## src/rtl/fir_pkg.sv

```systemverilog
// ---------------------------------------------------------------------------
// fir_pkg
// Shared definitions for the filter blocks.
//   FIR_DATA_W / FIR_COEF_W : default sample and coefficient widths
//   ST_IDLE / ST_MAC / ST_OUT : state encoding of the MAC sequencer
//   fir_state_t             : enum built on that encoding
//   sat_shift()             : arithmetic right shift followed by clamping
//                             to a signed out_w-bit range
// ---------------------------------------------------------------------------
package fir_pkg;

   localparam int FIR_DATA_W = 16;
   localparam int FIR_COEF_W = 16;

   localparam logic [1:0] ST_IDLE = 2'd0;
   localparam logic [1:0] ST_MAC  = 2'd1;
   localparam logic [1:0] ST_OUT  = 2'd2;

   typedef enum logic [1:0] {
      IDLE = ST_IDLE,
      MAC  = ST_MAC,
      OUT  = ST_OUT
   } fir_state_t;

   // Shift truncates toward minus infinity (no rounding). The caller
   // sign-extends its accumulator to 64 bits and keeps the low out_w bits
   // of the result, which are already inside the clamp range.
   function automatic logic signed [63:0] sat_shift(
      input logic signed [63:0] val,
      input int                 shift,
      input int                 out_w
   );
      logic signed [63:0] s;
      logic signed [63:0] hi;
      logic signed [63:0] lo;
      s  = val >>> shift;
      hi = (64'sd1 <<< (out_w - 1)) - 64'sd1;
      lo = -(64'sd1 <<< (out_w - 1));
      if (s > hi)
         sat_shift = hi;
      else if (s < lo)
         sat_shift = lo;
      else
         sat_shift = s;
   endfunction

endpackage

```

## src/rtl/fir_delay_ram.sv

```systemverilog
// ---------------------------------------------------------------------------
// fir_delay_ram
// DEPTH x W register array used as the circular sample delay line.
//   clk   : rising-edge clock
//   clr   : synchronous clear of every entry
//   we    : write strobe
//   waddr : write index
//   wdata : write data
//   raddr : read index (combinational read)
//   rdata : contents of entry raddr
// ---------------------------------------------------------------------------
module fir_delay_ram #(
   parameter int DEPTH = 3,
   parameter int W     = 16,
   parameter int AW    = $clog2(DEPTH)
) (
   input  logic          clk,
   input  logic          clr,
   input  logic          we,
   input  logic [AW-1:0] waddr,
   input  logic [W-1:0]  wdata,
   input  logic [AW-1:0] raddr,
   output logic [W-1:0]  rdata
);

   logic [W-1:0] mem [DEPTH];

   always_ff @(posedge clk) begin
      if (clr) begin
         for (int i = 0; i < DEPTH; i++)
            mem[i] <= '0;
      end else if (we) begin
         mem[waddr] <= wdata;
      end
   end

   assign rdata = mem[raddr];

endmodule

```

## src/rtl/fir_mac_sequencer.sv

```systemverilog
// ---------------------------------------------------------------------------
// fir_mac_sequencer
// Time-multiplexed FIR filter: one signed MAC is shared across all taps.
//   clk, rst            : clock, synchronous active-high reset
//   in_valid/in_ready   : sample input handshake, in_data signed sample
//   coef_we/addr/wdata  : coefficient write port (honoured in IDLE only)
//   out_valid/out_ready : result output handshake, out_data signed result
//   busy                : high whenever the engine is not IDLE
//
// Handshakes: a transfer happens on a rising edge where valid and ready
// are both high. in_ready is high only in IDLE; out_valid is high only in
// OUT, and out_data is held stable until out_ready completes the transfer.
// ---------------------------------------------------------------------------
module fir_mac_sequencer
   import fir_pkg::*;
#(
   parameter int TAPS      = 3,
   parameter int DATA_W    = FIR_DATA_W,
   parameter int COEF_W    = FIR_COEF_W,
   parameter int OUT_SHIFT = 15
) (
   input  logic                     clk,
   input  logic                     rst,
   input  logic                     in_valid,
   output logic                     in_ready,
   input  logic [DATA_W-1:0]        in_data,
   input  logic                     coef_we,
   input  logic [$clog2(TAPS)-1:0]  coef_addr,
   input  logic [COEF_W-1:0]        coef_wdata,
   output logic                     out_valid,
   input  logic                     out_ready,
   output logic [DATA_W-1:0]        out_data,
   output logic                     busy
);

   localparam int PTR_W  = $clog2(TAPS);
   localparam int PROD_W = DATA_W + COEF_W;
   localparam int ACC_W  = DATA_W + COEF_W + $clog2(TAPS);
   localparam logic [PTR_W-1:0] LAST     = PTR_W'(TAPS - 1);
   localparam logic [PTR_W:0]   TAPS_EXT = (PTR_W + 1)'(TAPS);

   fir_state_t               state;
   logic [PTR_W-1:0]         wr_ptr;
   logic [PTR_W-1:0]         rd_ptr;
   logic [PTR_W-1:0]         k;
   logic signed [ACC_W-1:0]  acc;
   logic signed [ACC_W-1:0]  acc_next;
   logic signed [PROD_W-1:0] prod;
   logic signed [COEF_W-1:0] coef [TAPS];
   logic [DATA_W-1:0]        rd_data;
   logic                     accept;
   logic                     coef_ok;

   assign accept  = in_valid && in_ready;
   // Addresses at or beyond TAPS are dropped rather than aliased.
   assign coef_ok = {1'b0, coef_addr} < TAPS_EXT;

   fir_delay_ram #(
      .DEPTH (TAPS),
      .W     (DATA_W)
   ) u_delay (
      .clk   (clk),
      .clr   (rst),
      .we    (accept),
      .waddr (wr_ptr),
      .wdata (in_data),
      .raddr (rd_ptr),
      .rdata (rd_data)
   );

   // Full-precision product, sign-extended into the guard bits of acc.
   always_comb begin
      prod     = $signed(rd_data) * coef[k];
      acc_next = acc + {{(ACC_W - PROD_W){prod[PROD_W-1]}}, prod};
   end

   always_ff @(posedge clk) begin
      if (rst) begin
         state     <= IDLE;
         wr_ptr    <= '0;
         rd_ptr    <= '0;
         k         <= '0;
         acc       <= '0;
         out_data  <= '0;
         in_ready  <= 1'b1;
         out_valid <= 1'b0;
         busy      <= 1'b0;
         for (int i = 0; i < TAPS; i++)
            coef[i] <= '0;
      end else begin
         case (state)
            IDLE: begin
               // A write here is seen by a sample accepted in this same
               // cycle, because the MAC pass starts on the next edge.
               if (coef_we && coef_ok)
                  coef[coef_addr] <= coef_wdata;
               if (accept) begin
                  rd_ptr   <= wr_ptr;
                  wr_ptr   <= (wr_ptr == LAST) ? '0 : wr_ptr + 1'b1;
                  k        <= '0;
                  acc      <= '0;
                  state    <= MAC;
                  in_ready <= 1'b0;
                  busy     <= 1'b1;
               end
            end
            MAC: begin
               // Walk from the newest sample backwards in time.
               acc    <= acc_next;
               rd_ptr <= (rd_ptr == '0) ? LAST : rd_ptr - 1'b1;
               k      <= k + 1'b1;
               if (k == LAST) begin
                  out_data  <= DATA_W'(sat_shift(64'(acc_next), OUT_SHIFT, DATA_W));
                  state     <= OUT;
                  out_valid <= 1'b1;
               end
            end
            OUT: begin
               if (out_ready) begin
                  state     <= IDLE;
                  out_valid <= 1'b0;
                  busy      <= 1'b0;
                  in_ready  <= 1'b1;
               end
            end
            default: begin
               state     <= IDLE;
               out_valid <= 1'b0;
               busy      <= 1'b0;
               in_ready  <= 1'b1;
            end
         endcase
      end
   end

endmodule

```

## config.mk

```make
export PLATFORM = sky130hd
export DESIGN_NAME = fir_mac_sequencer
export DESIGN_NICKNAME = d
export VERILOG_FILES = /design/src/rtl/fir_pkg.sv /design/src/rtl/fir_delay_ram.sv /design/src/rtl/fir_mac_sequencer.sv
export SDC_FILE = /design/constraint.sdc
export NUM_CORES = 1
export LEC_CHECK = 0
export ABC_CLOCK_PERIOD_IN_PS = 18200
export BUFFER_PORTS_ARGS = -buffer_cell sky130_fd_sc_hd__buf_4
export CORE_UTILIZATION = 30
export CTS_BUF_LIST = sky130_fd_sc_hd__clkbuf_2 sky130_fd_sc_hd__clkbuf_4 sky130_fd_sc_hd__clkbuf_8
export DETAILED_ROUTE_END_ITERATION = 10
export GPL_TIMING_DRIVEN = 0
export MAX_ROUTING_LAYER = met4
export PLACE_DENSITY = 0.5
export RECOVER_POWER = 25
export SETUP_SLACK_MARGIN = 0.3
export SYNTH_ARGS = -nofsm -noshare
export SYNTH_HDL_FRONTEND = slang
export SYNTH_SLANG_ARGS = --single-unit
```

## constraint.sdc

```tcl
create_clock -name clk -period 18.2 [get_ports clk]
set_input_delay 5.46 -clock clk [delete_from_list [all_inputs] [get_ports clk]]
set_output_delay 5.46 -clock clk [all_outputs]
set_load 0.03 [all_outputs]
```

# Word-level counts from Yosys, hierarchy flattened
# Memory sizes are Yosys's and may differ from the RTL's. A register that Yosys moved wholly into a read port is not among the register bits.
# Cells that the tools add are included.
# classes
div_mod_pow,0
shift,0
multipliers,1
n_eq_ne,7
add_sub_neg,4
muxes,41
magnitude_cmp,3
reduce_logical,13
bitwise_logic,2
# op_table
op,n
$pmux 34 s2,1
$mux 16,4
$add 34x34->34,1
$mux 34,1
$mul 16x16->32,1
$reduce_or 16->1,2
$mux 2,13
$gt 19x16->1 const B,1
$lt 19x16->1 const B,1
$mux 1,16
$pmux 1 s3,3
$reduce_and 3->1,3
$pmux 2 s2,2
$eq 2x2->1 const B,3
$ne 2x2->1 const B,3
$pmux 2 s3,1
$reduce_and 2->1,3
$add 2x1->2 const B,2
$logic_not 2->1,2
$eq 2x1->1 const B,1
$logic_and 1x1->1,2
$lt 2x2->1 const B,1
$not 1->1,2
$reduce_bool 2->1,1
$sub 2x1->2 const B,1
# word_totals
word_cells,82
mem_bits_ro,0
ramBits,96
n_memories,2
latchBits,0
reg_bits,61
# mem_list
name,depth,word_bits,read_ports,rd_clocked_by_memory_dff,write_ports,line_no,text
coef,3,16,1,1,3,fir_mac_sequencer.sv:49,logic signed [COEF_W-1:0] coef [TAPS];
u_delay.mem,3,16,1,1,3,fir_delay_ram.sv:26,logic [W-1:0] mem [DEPTH];

# Longest topological paths before layout
# Gate-level depths: netlist of the first run.
# logic_depth
ltp_word,8
ltp_mapped,42
mapped_depth_nobuf,38

# Hierarchy
# Synthesis of the first run repeated with hierarchy kept, for this count alone.
# unflattened
cells_unflattened,1932
area_unflattened_um2,19411.1
# by_module_without_submodules
module,cells_per_inst,area_per_inst_um2,instances,seq_area_each_um2
fir_mac_sequencer,1765,16663.5,1,3183.1
fir_delay_ram,167,2747.6,1,1921.8

# Worst setup path after synthesis of the first run
# No wires, ideal clock.
# synth_path
kind,flip-flop to flip-flop
from,register with a tool-made name
to,register out_data[1]
setup_time_ps,123
arrival_ps,9341
stages_incl_launch_ff,37
path_slack_ps,8736
period_less_slack_ps,9464
path_cell_list,dfxtp_1 > clkbuf_1 > buf_1 > mux2_2 > o21ai_1 > clkbuf_1 > nor2_1 > fa_1 > inv_1 > fa_1 > fa_1 > inv_1 > fa_1 > fa_1 > inv_1 > fa_1 > inv_1 > ha_1 > a21oi_1 > o21ai_2 > a221o_1 > a21oi_2 > nand2_1 > and2_1 > a41oi_1 > xnor2_1 > ha_1 > a21o_1 > a211oi_1 > a21bo_1 > o21ai_1 > a31oi_1 > o211a_1 > or4_1 > o22ai_4 > buf_12 > o32ai_2
# synth_lines
item,line_no,text
to (signal assigned),fir_mac_sequencer.sv:113,"out_data <= DATA_W'(sat_shift(64'(acc_next), OUT_SHIFT, DATA_W));"
to (decl),fir_mac_sequencer.sv:32,"output logic [DATA_W-1:0] out_data,"

==> summary.md, run 1 <==
| Metric | Value |
|---|---|
| Design Area, Final | `21,500 um2` |
| Row count | `93` |
| Post-CTS sizing | `0` |
| Routed Antenna Nets | `0` |
| Nets | `2,542` |
| Maxcap violations | `0` |
| Hold Vio Cnt, Final | `0` |
| WL final | `52.0 mm` |
| RSZ-0062 raised after global routing | `false` |
| Die width | `258 um` |
| Vias/cell | `4.75` |
| Dominant cells by area after synthesis | `fa_1, edfxtp_1, ha_1` |
| Setup TNS | `0 ns` |
| Worst Path Max Fanout | `10` |
| Slew margin rel. | `4.45%` |
| Synth Instances | `2,029` |
| Dpl cell area | `21,200 um2` |
| Max H-tree Level | `4` |
| Die height | `258 um` |
| Count of input and output buffers | `57` |
| Netlist cell types | `75` |
| Number of DRC markers in iteration 0 | `696` |
| CP max stage cell | `o21ai_0` |
| I/O pins | `58` |
| Post-synth ARST share | `0%` |
| Area growth, synth to finish | `8.98%` |
| Reg clk slew, reported paths | `0.12 ns` |
| Mapped cell area | `19,700 um2` |
| Setup Buffers After CTS | `0` |
| Slew at the pin closest to its max-slew limit | `1.42 ns` |
| Worst Hold Class | `reg -> reg` |
| Hold Path Depth | `2` |
| Layout cell share with drive strength beyond 1 | `5.30%` |
| Synthesis Warnings | `0` |
| Final HPWL DP | `42.7 mm` |
| Inserted Clock Buffers | `17` |
| Slowest stage delay, CP | `1.08 ns` |
| Gpl congestion | `0.931` |
| Pins over their slew limit | `0` |
| Routed WL per cell | `17.4 um` |
| #FFs+latches synth | `193` |
| Maximum root-to-sink buffer count | `2` |
| Initial Util | `30.4%` |
| Router iterations before antenna repair | `5` |
| Via count | `14,204` |
| Post-synth EDFFs | `128` |
| Synthesized area per cell | `9.70 um2` |
| Critical Path Source Type | `flop` |
| CTS sink count | `193` |
| # setup viols final | `0` |
| Commonest register cell after synthesis | `edfxtp_1` |
| Largest net degree at the start of global routing | `23` |
| Total global-route track usage | `16.6%` |
| Die area | `66,700 um2` |
| Most common cell after layout, fill and taps aside | `inv_1` |
| Status | `completed` |
| Worst-Skew Late Latency | `0.55 ns` |
| Crit path capture type | `flop` |
| Final period utilization | `66.0%` |
| Hold buffers post-CTS | `0` |
| Area share of the largest cell type after synthesis | `26.7%` |
| GRT overflow | `0` |
| Root Buffer | `clkbuf_8` |
| Hold Startpoint | `out_data[15]` |
| First-pass GRT wire length | `81.3 mm` |
| CTS tree | `yes` |
| FMAX | `83.3 MHz` |
| WP data required | `18.62 ns` |
| Commonest cells after routing, fill and taps aside | `inv_1, fa_1, nand2_1, nor2_1, edfxtp_1` |
| WS Path Type | `reg -> reg` |
| Initial antenna violation count | `1` |
| Cell mode on critical path | `fa_1` |
| Core Region | `64,700 um2` |
| Worst reg2reg path depth | `35` |
| WP data arrival | `12.43 ns` |
| DRC | `0` |
| Minimum clock period | `12.01 ns` |
| Area leader, netlist | `fa_1` |
| Max Clock Skew | `0.0330 ns` |
| Register area share after synthesis | `26.1%` |
| Number of global-route vias before repair | `14,570` |
## sequential cells by signal (all words and copies together) (netlist names), 2 cells and up, named ones only
| name | count |
|---|---|
| u_delay.mem | 64 |
| state | 2 |
| rd_ptr | 2 |
| out_data | 16 |
| k | 2 |
| wr_ptr | 2 |
| coef | 64 |
| acc | 34 |
## cells in the mapped netlist (all sizes together), types with 13 or more instances
library cell / count
nand2: 216
nor2: 192
inv: 330
a21oi: 91
nor3: 19
and2: 129
edfxtp: 128
o21a: 23
dfxtp: 65
nand2b: 19
fa: 263
mux2i: 19
mux2: 19
a21o: 15
nand3: 41
ha: 119
o32ai: 15
mux4: 13
clkbuf: 73
o21ai: 52
xnor2: 47
## final timing paths
check	endpoint	slack (ns)
min reg2reg	out_data[15]	0.48
min	out_data[15]	0.48
max reg2reg	out_data[0]	6.19
max	out_data[0]	6.19
## critical path: cells and delay by family, from the launching register on
family                   cells  cell delay, ns
AO/OA/AOI/OAI               12            4.02
XOR/XNOR                     1            0.13
adder cells (fa/ha/maj)      8            3.84
buffers and inverters        7            1.58
flip-flops                   1            0.44
multiplexers                 1            0.43
AND/OR/NAND/NOR              6            1.41
## metal layers
| metal | wire [um] | part of all wire, % | global-route usage, % |
|---|---|---|---|
| met1 | 22400 | 43 | 20.1 |
| met2 | 25900 | 50 | 28.0 |
| met3 | 2270 | 4.4 | 2.62 |
| met4 | 1480 | 2.8 | 5.54 |
| met5 | 0 | 0 | - |
## through the flow
step | instances | util, % | setup slack [ns] | hold WS (ns)
2_1_floorplan | 2044 | - | 8.74 | 0.448
3_3_place_gp | 2956 | 32.8 | 6.29 | 0.457
3_5_place_dp | 2956 | 32.8 | 6.21 | 0.464
4_1_cts | 2988 | 33.5 | 6.15 | 0.482
5_1_grt | 2990 | 33.2 | 5.51 | 0.496
6_report | 2990 | 33.2 | 6.19 | 0.477
## area by class of cell
| cell class | count | area, um2 |
|---|---|---|
| inverter | 330 | 1240 |
| antenna | 1 | 2.50 |
| timing repair buffer | 58 | 236 |
| clock buffer | 17 | 234 |
| multi-input combinational | 1440 | 13000 |
| buffer | 81 | 368 |
| sequential | 193 | 5140 |
| fill | 6799 | 43200 |
| tap | 855 | 1070 |
| clock inverter | 15 | 189 |
## cell families (layout without fill, tap and decap cells)
kind of cell               Yosys count  after routing  synth area share (%)
muxes                               51             51                  3.54
other                                1             17                0.0190
AOI/OAI and AO/OA                  265            265                  9.23
xor gates and xnor gates            59             59                  2.70
and+or+nand+nor                    667            667                  15.8
adders and majority gates          382            382                  34.3
DFF                                193            193                  26.1
buffers and inverters              411            501                  8.26
Power of run 1 is left out: the tool's default activity adds up to more than one toggle a clock period on the data nets, which glitch-free logic cannot reach.
==> run 2: changes to the inputs <==
ABC_AREA = 1   (was unset)
ABC_CLOCK_PERIOD_IN_PS = 10700   (was 18200)
PLACE_DENSITY = 0.52   (was 0.5)
clock period = 10.7 ns   (was 18.2 ns; I/O delays follow)
==> summary.md, run 2 <==
| Metric | Value |
|---|---|
| Row count | `93 (unchanged)` |
| Setup TNS | `0 ns (unchanged)` |
| Router iterations before antenna repair | `7 (+2)` |
| Reg clk slew, reported paths | `0.10 ns (-0.02 ns)` |
| Nets | `2,827 (+11%)` |
| Violated checks | `max-capacitance violations, max-slew violations` |
| CTS tree | `yes` |
| Gpl congestion | `0.915 (-1.6%)` |
| Main combinational cell family by area after synthesis | `adder cells` |
| Max Clock Skew | `0.0178 ns (-0.0153 ns)` |
| Die area | `66,400 um2 (-0.36%)` |
| Layout cell share with drive strength beyond 1 | `7.23% (+1.9 points)` |
| Worst hold slack | `0.474 ns (-0.00299 ns)` |
| WL final | `54.6 mm (+4.9%)` |
| Initial Util | `30.4% (-0.056 points)` |
| Status | `finished, violations left` |
| WP data arrival | `10.29 ns (-2.14 ns)` |
| Count leader, synth | `nand2_1` |
| Slew margin rel. | `-2.12% (-6.6 points)` |
| Synth Area in Compound Gates | `8.79% (-0.44 points)` |
| RSZ-0062 raised after global routing | `false` |
| Maximum root-to-sink buffer count | `2 (unchanged)` |
| Final period utilization | `92.1% (+26 points)` |
| Slew at the pin closest to its max-slew limit | `1.52 ns (+0.0996 ns)` |
| WP data required | `11.14 ns (-7.48 ns)` |
| Synthesis Warnings | `0 (unchanged)` |
| Area share of the largest cell type after synthesis | `26.8% (+0.097 points)` |
| Max H-tree Level | `4 (unchanged)` |
| Top cells by count, synth | `nand2_1, inv_1, nor2_1, fa_1, a21oi_1` |
| Maxcap violations | `1 (+1)` |
| Area growth, synth to finish | `10.1%` |
| Xor and xnor area share after synthesis | `1.92% (-0.78 points)` |
| Vias/cell | `4.68 (-1.5%)` |
| Number of DRC markers in iteration 0 | `1,039 (+49%)` |
| Number of global-route vias before repair | `15,592 (+7.0%)` |
| CTS sink count | `193 (unchanged)` |
| Register area share after synthesis | `26.2% (+0.095 points)` |
| Netlist cell types | `45 (-40%)` |
| CP max stage cell | `clkbuf_1` |
| Routed Antenna Nets | `0 (unchanged)` |
| Mux cell area share after synthesis | `0% (-3.5 points)` |
| Crit path capture type | `flop` |
| Minimum clock period | `9.86 ns (-2.15 ns)` |
| Synth Area in Adders | `34.4% (+0.12 points)` |
| Worst path top cell family by delay | `adder cells` |
| Commonest register cell after synthesis | `edfxtp_1` |
| WS Path Type | `reg -> reg` |
| Layout fillers | `6,855 (+0.82%)` |
| Final HPWL DP | `45.0 mm (+5.4%)` |
| DRC | `0 (unchanged)` |
| Commonest cells after routing, fill and taps aside | `nand2_1, inv_1, nor2_1, fa_1, a21oi_1` |
| Crit path buffers/inverters | `11 (+4)` |
| Hold buffers post-CTS | `0 (unchanged)` |
| Routed WL per cell | `16.7 um (-4.2%)` |
| FMAX | `101 MHz (+22%)` |
| Dominant cells by area after synthesis | `fa_1, edfxtp_1, nand2_1` |
| GRT overflow | `0 (unchanged)` |
| Worst Hold Class | `reg -> reg` |
| Worst-Skew Late Latency | `0.55 ns (about the same)` |
| Count of input and output buffers | `56 (-1.8%)` |
| Largest registers | `coef: 64 flops, u_delay.mem: 64 flops, acc: 34 flops` |
| Core Region | `64,600 um2 (-0.18%)` |
| Synthesized area per cell | `8.48 um2 (-13%)` |
| Pins over their slew limit | `5 (+5)` |
| Die width | `258 um (-0.18%)` |
| Simple-Gate Fraction of Synth Area | `18.3% (+2.5 points)` |
| Mapped cell area | `19,600 um2 (-0.36%)` |
| Root Buffer | `clkbuf_8` |
| Initial antenna violation count | `1 (unchanged)` |
| Hold Vio Cnt, Final | `0 (unchanged)` |
| Slowest stage delay, CP | `0.75 ns (-0.33 ns)` |
| Via count | `15,327 (+7.9%)` |
| Die height | `258 um (-0.18%)` |
| Most common cell after layout, fill and taps aside | `nand2_1` |
| Total global-route track usage | `17.3% (+0.73 points)` |
| Largest net degree at the start of global routing | `21 (-8.7%)` |
| Critical Path Source Type | `flop` |
| Inserted Clock Buffers | `17 (unchanged)` |
| Synth Instances | `2,314 (+14%)` |
| First-pass GRT wire length | `85.8 mm (+5.5%)` |
| Post-synth EDFFs | `128 (unchanged)` |
| Worst Path Max Fanout | `10 (unchanged)` |
| I/O pins | `58 (unchanged)` |
| Post-synth ARST share | `0% (unchanged)` |
| #FFs+latches synth | `193 (unchanged)` |
| Area leader, netlist | `fa_1` |
| # setup viols final | `0 (unchanged)` |
[run 2: changes by cell type after synthesis, moves of 24 or more]
cell,before,now
nand2_1,216,481
and2_1,128,0
inv_1,330,447
nor2_1,192,294
a21oi_1,88,141
xnor2_1,45,17
a32oi_1,0,24
[run 2: logic make-up after synthesis]
family,count (synthesis)
flops,193
xor+xnor,43
fa+ha+maj,382
simple gates,883
compound gates,284
other cells,1
buf+inv,528
[run 2: layout make-up]
type | count | area, um2 | area share [%]
clock inverters | 15 | 161 | 0.747
plain buffers | 66 | 307 | 1.42
flip-flops and latches | 193 | 5140 | 23.8
repair buffers | 58 | 323 | 1.49
inverters | 462 | 1740 | 8.06
clock buffers | 17 | 234 | 1.08
multi-input cells | 1608 | 12600 | 58.4
diodes | 1 | 2.50 | 0.0116
well taps | 855 | 1070 | 4.95
[run 2: routing by layer]
metal  vias to the layer above  track usage (%)  part of all wire, %
met5                         -                -                    0
met4                         0             4.70                  2.1
met3                        46             2.58                  5.2
met2                       366             28.7                   49
met1                      7573             21.9                   44
li1                       7342                -                    -
[run 2: metrics by stage]
step	util, %	setup slack (ns)	cell area (um2)	std cells
after floorplan	-	2.66	19700	2329
after global placement	32.8	0.512	21200	3240
after detailed placement	32.8	0.490	21200	3242
after CTS	33.4	0.474	21600	3274
after global routing	33.4	0.304	21600	3275
final	33.4	0.842	21600	3275
[run 2: worst paths after layout]
kind | start | to | slack (ns) | cells past startpoint
worst max-delay path | flop | out_data[1] | 0.84 | 41
worst max register to register | flop | out_data[1] | 0.84 | 41
worst min register to register | k[0] | k[0] | 0.47 | 1
worst min-delay path | k[0] | k[0] | 0.47 | 1
[run 2: repair_timing]
action | in CTS | in global routing
endpoints found under the setup margin | 0 | 18
endpoints found under the hold margin | 0 | 0
resized for setup | 0 | 42
buffers inserted | 0 | 0
Power of run 2 is left out for the same reason.
==> run 3: changes to the inputs <==
ABC_CLOCK_PERIOD_IN_PS = 10500   (was 10700)
PLACE_DENSITY = 0.5   (was 0.52)
TNS_END_PERCENT = 50   (was unset)
clock period = 10.5 ns   (was 10.7 ns; I/O delays follow)
==> summary.md, run 3 (synthesis gave the netlist of run 2 again) <==
| Metric | Value |
|---|---|
| Slowest stage delay, CP | `0.55 ns (-0.20 ns)` |
| CP max stage cell | `a32oi_2` |
| Layer with the highest usage | `met2` |
| Fin cells | `3,279 (+0.12%)` |
| Vias/cell | `4.64 (-0.75%)` |
| Setup TNS | `0 ns (unchanged)` |
| Critical Path Source Type | `flop` |
| Core Region | `64,600 um2 (unchanged)` |
| Router iterations before antenna repair | `7 (unchanged)` |
| Slew at the pin closest to its max-slew limit | `0.914 ns (-0.604 ns)` |
| Slew margin rel. | `39.1% (+41 points)` |
| Row count | `93 (unchanged)` |
| Number of global-route vias before repair | `15,580 (-0.077%)` |
| Maxcap violations | `0 (-1)` |
| Gpl congestion | `0.905 (-1.2%)` |
| Commonest cells after routing, fill and taps aside | `nand2_1, inv_1, nor2_1, fa_1, a21oi_1` |
| Hold Vio Cnt, Final | `0 (unchanged)` |
| Largest net degree at the start of global routing | `23 (+9.5%)` |
| Met3 GRT Util | `2.21% (-0.37 points)` |
| Total global-route track usage | `17.6% (+0.27 points)` |
| Minimum clock period | `9.57 ns (-0.286 ns)` |
| Max Clock Skew | `0.0233 ns (+0.00555 ns)` |
| RSZ-0062 raised after global routing | `false` |
| Most common cell after layout, fill and taps aside | `nand2_1` |
| Largest registers | `coef: 64 flops, u_delay.mem: 64 flops, acc: 34 flops` |
| Worst hold slack | `0.473 ns (-0.00135 ns)` |
| Die height | `258 um (unchanged)` |
| Reg clk slew, reported paths | `0.11 ns (about the same)` |
| # setup viols final | `0 (unchanged)` |
| First-pass GRT wire length | `86.5 mm (+0.77%)` |
| Nets | `2,831 (+0.14%)` |
| WL final | `55.5 mm (+1.7%)` |
| Inserted Clock Buffers | `17 (unchanged)` |
| Worst Path Max Fanout | `10 (unchanged)` |
| Final period utilization | `91.2% (-0.97 points)` |
| WP data required | `10.94 ns (-0.20 ns)` |
| DRC | `0 (unchanged)` |
| CTS sink count | `193 (unchanged)` |
| Die width | `258 um (unchanged)` |
| WP data arrival | `10.01 ns (-0.28 ns)` |
| Count of input and output buffers | `56 (unchanged)` |
| Area growth, synth to finish | `11.2%` |
| Initial Util | `30.4% (unchanged)` |
| Hold buffers post-CTS | `0 (unchanged)` |
| CTS tree | `yes` |
| WS Path Type | `reg -> reg` |
| Crit path capture type | `flop` |
| I/O pins | `58 (unchanged)` |
| Maximum root-to-sink buffer count | `2 (unchanged)` |
| Placed Instances | `3,243 (+0.031%)` |
| Initial antenna violation count | `1 (unchanged)` |
| Worst Hold Class | `reg -> reg` |
| Routed Antenna Nets | `0 (unchanged)` |
| Grt met2 use | `29.0% (+0.27 points)` |
| Met1 Resource Use GR | `22.6% (+0.66 points)` |
| Root Buffer | `clkbuf_8` |
| Pins over their slew limit | `0 (-5)` |
| Number of DRC markers in iteration 0 | `948 (-8.8%)` |
| Max H-tree Level | `4 (unchanged)` |
| Worst-Skew Late Latency | `0.55 ns (about the same)` |
| Status | `completed` |
| Die area | `66,400 um2 (unchanged)` |
| Routed WL per cell | `16.9 um (+1.6%)` |
| Layout cell share with drive strength beyond 1 | `8.46% (+1.2 points)` |
| Finished Core Util | `33.8% (+0.34 points)` |
| Final HPWL DP | `45.8 mm (+1.6%)` |
| Via count | `15,230 (-0.63%)` |
| FMAX | `104 MHz (+3.0%)` |
| GRT overflow | `0 (unchanged)` |
run 3: cell count changes in the layout (fill, tap and decap cells not counted), moves of 3 or more:
cell      previous run  this run
clkbuf_1            74        53
clkbuf_2            14        29
a32oi_2             14         9
clkinv_8             4         7
a32oi_4              3        10
clkbuf_4            21        18
buf_4               10        21
run 3: final cells by class:
cell class | count | area (um2)
fillers | 6895 | 42800
multi-input cells | 1608 | 12700
flip-flops and latches | 193 | 5140
inverters | 462 | 1750
well taps | 855 | 1070
repair buffers | 62 | 384
plain buffers | 66 | 327
clock buffers | 17 | 234
clock inverters | 15 | 200
diodes | 1 | 2.50
run 3: metrics by stage:
| stage | cell area, um2 | setup WS (ns) |
|---|---|---|
| floorplan | 19700 | 2.46 |
| global placement | 21200 | -0.0659 |
| detailed placement | 21200 | -0.0447 |
| CTS | 21600 | 0.325 |
| global route | 21800 | 0.303 |
| finish | 21800 | 0.928 |
run 3: repair_timing:
action,4_1_cts,5_1_grt
cloned,0,0
resized for setup,2,86
endpoints found under the setup margin,17,23
setup buffers,0,3
pin swaps,0,1
run 3: layer usage:
layer / share of wire (%) / routed length [um]
met5: 0 / 0
met4: 2.1 / 1150
met3: 3.8 / 2100
met2: 49 / 27300
met1: 45 / 25000
run 3: worst paths after layout:
kind	slack (ns)	cells after the start	endpoint	startpoint
max	0.93	43	out_data[1]	flop
min	0.47	2	acc[3]	acc[3]
max reg2reg	0.93	43	out_data[1]	flop
min reg2reg	0.47	2	acc[3]	acc[3]
run 3: worst max-delay path: cells and delay by family, from the launching register on:
family | cells | cell delay (ns)
fa+ha+maj | 8 | 3.69
simple gates | 16 | 2.14
buf+inv | 12 | 1.72
compound gates | 6 | 1.30
flops | 1 | 0.39
xor+xnor | 1 | 0.23
Power of run 3 is left out for the same reason.
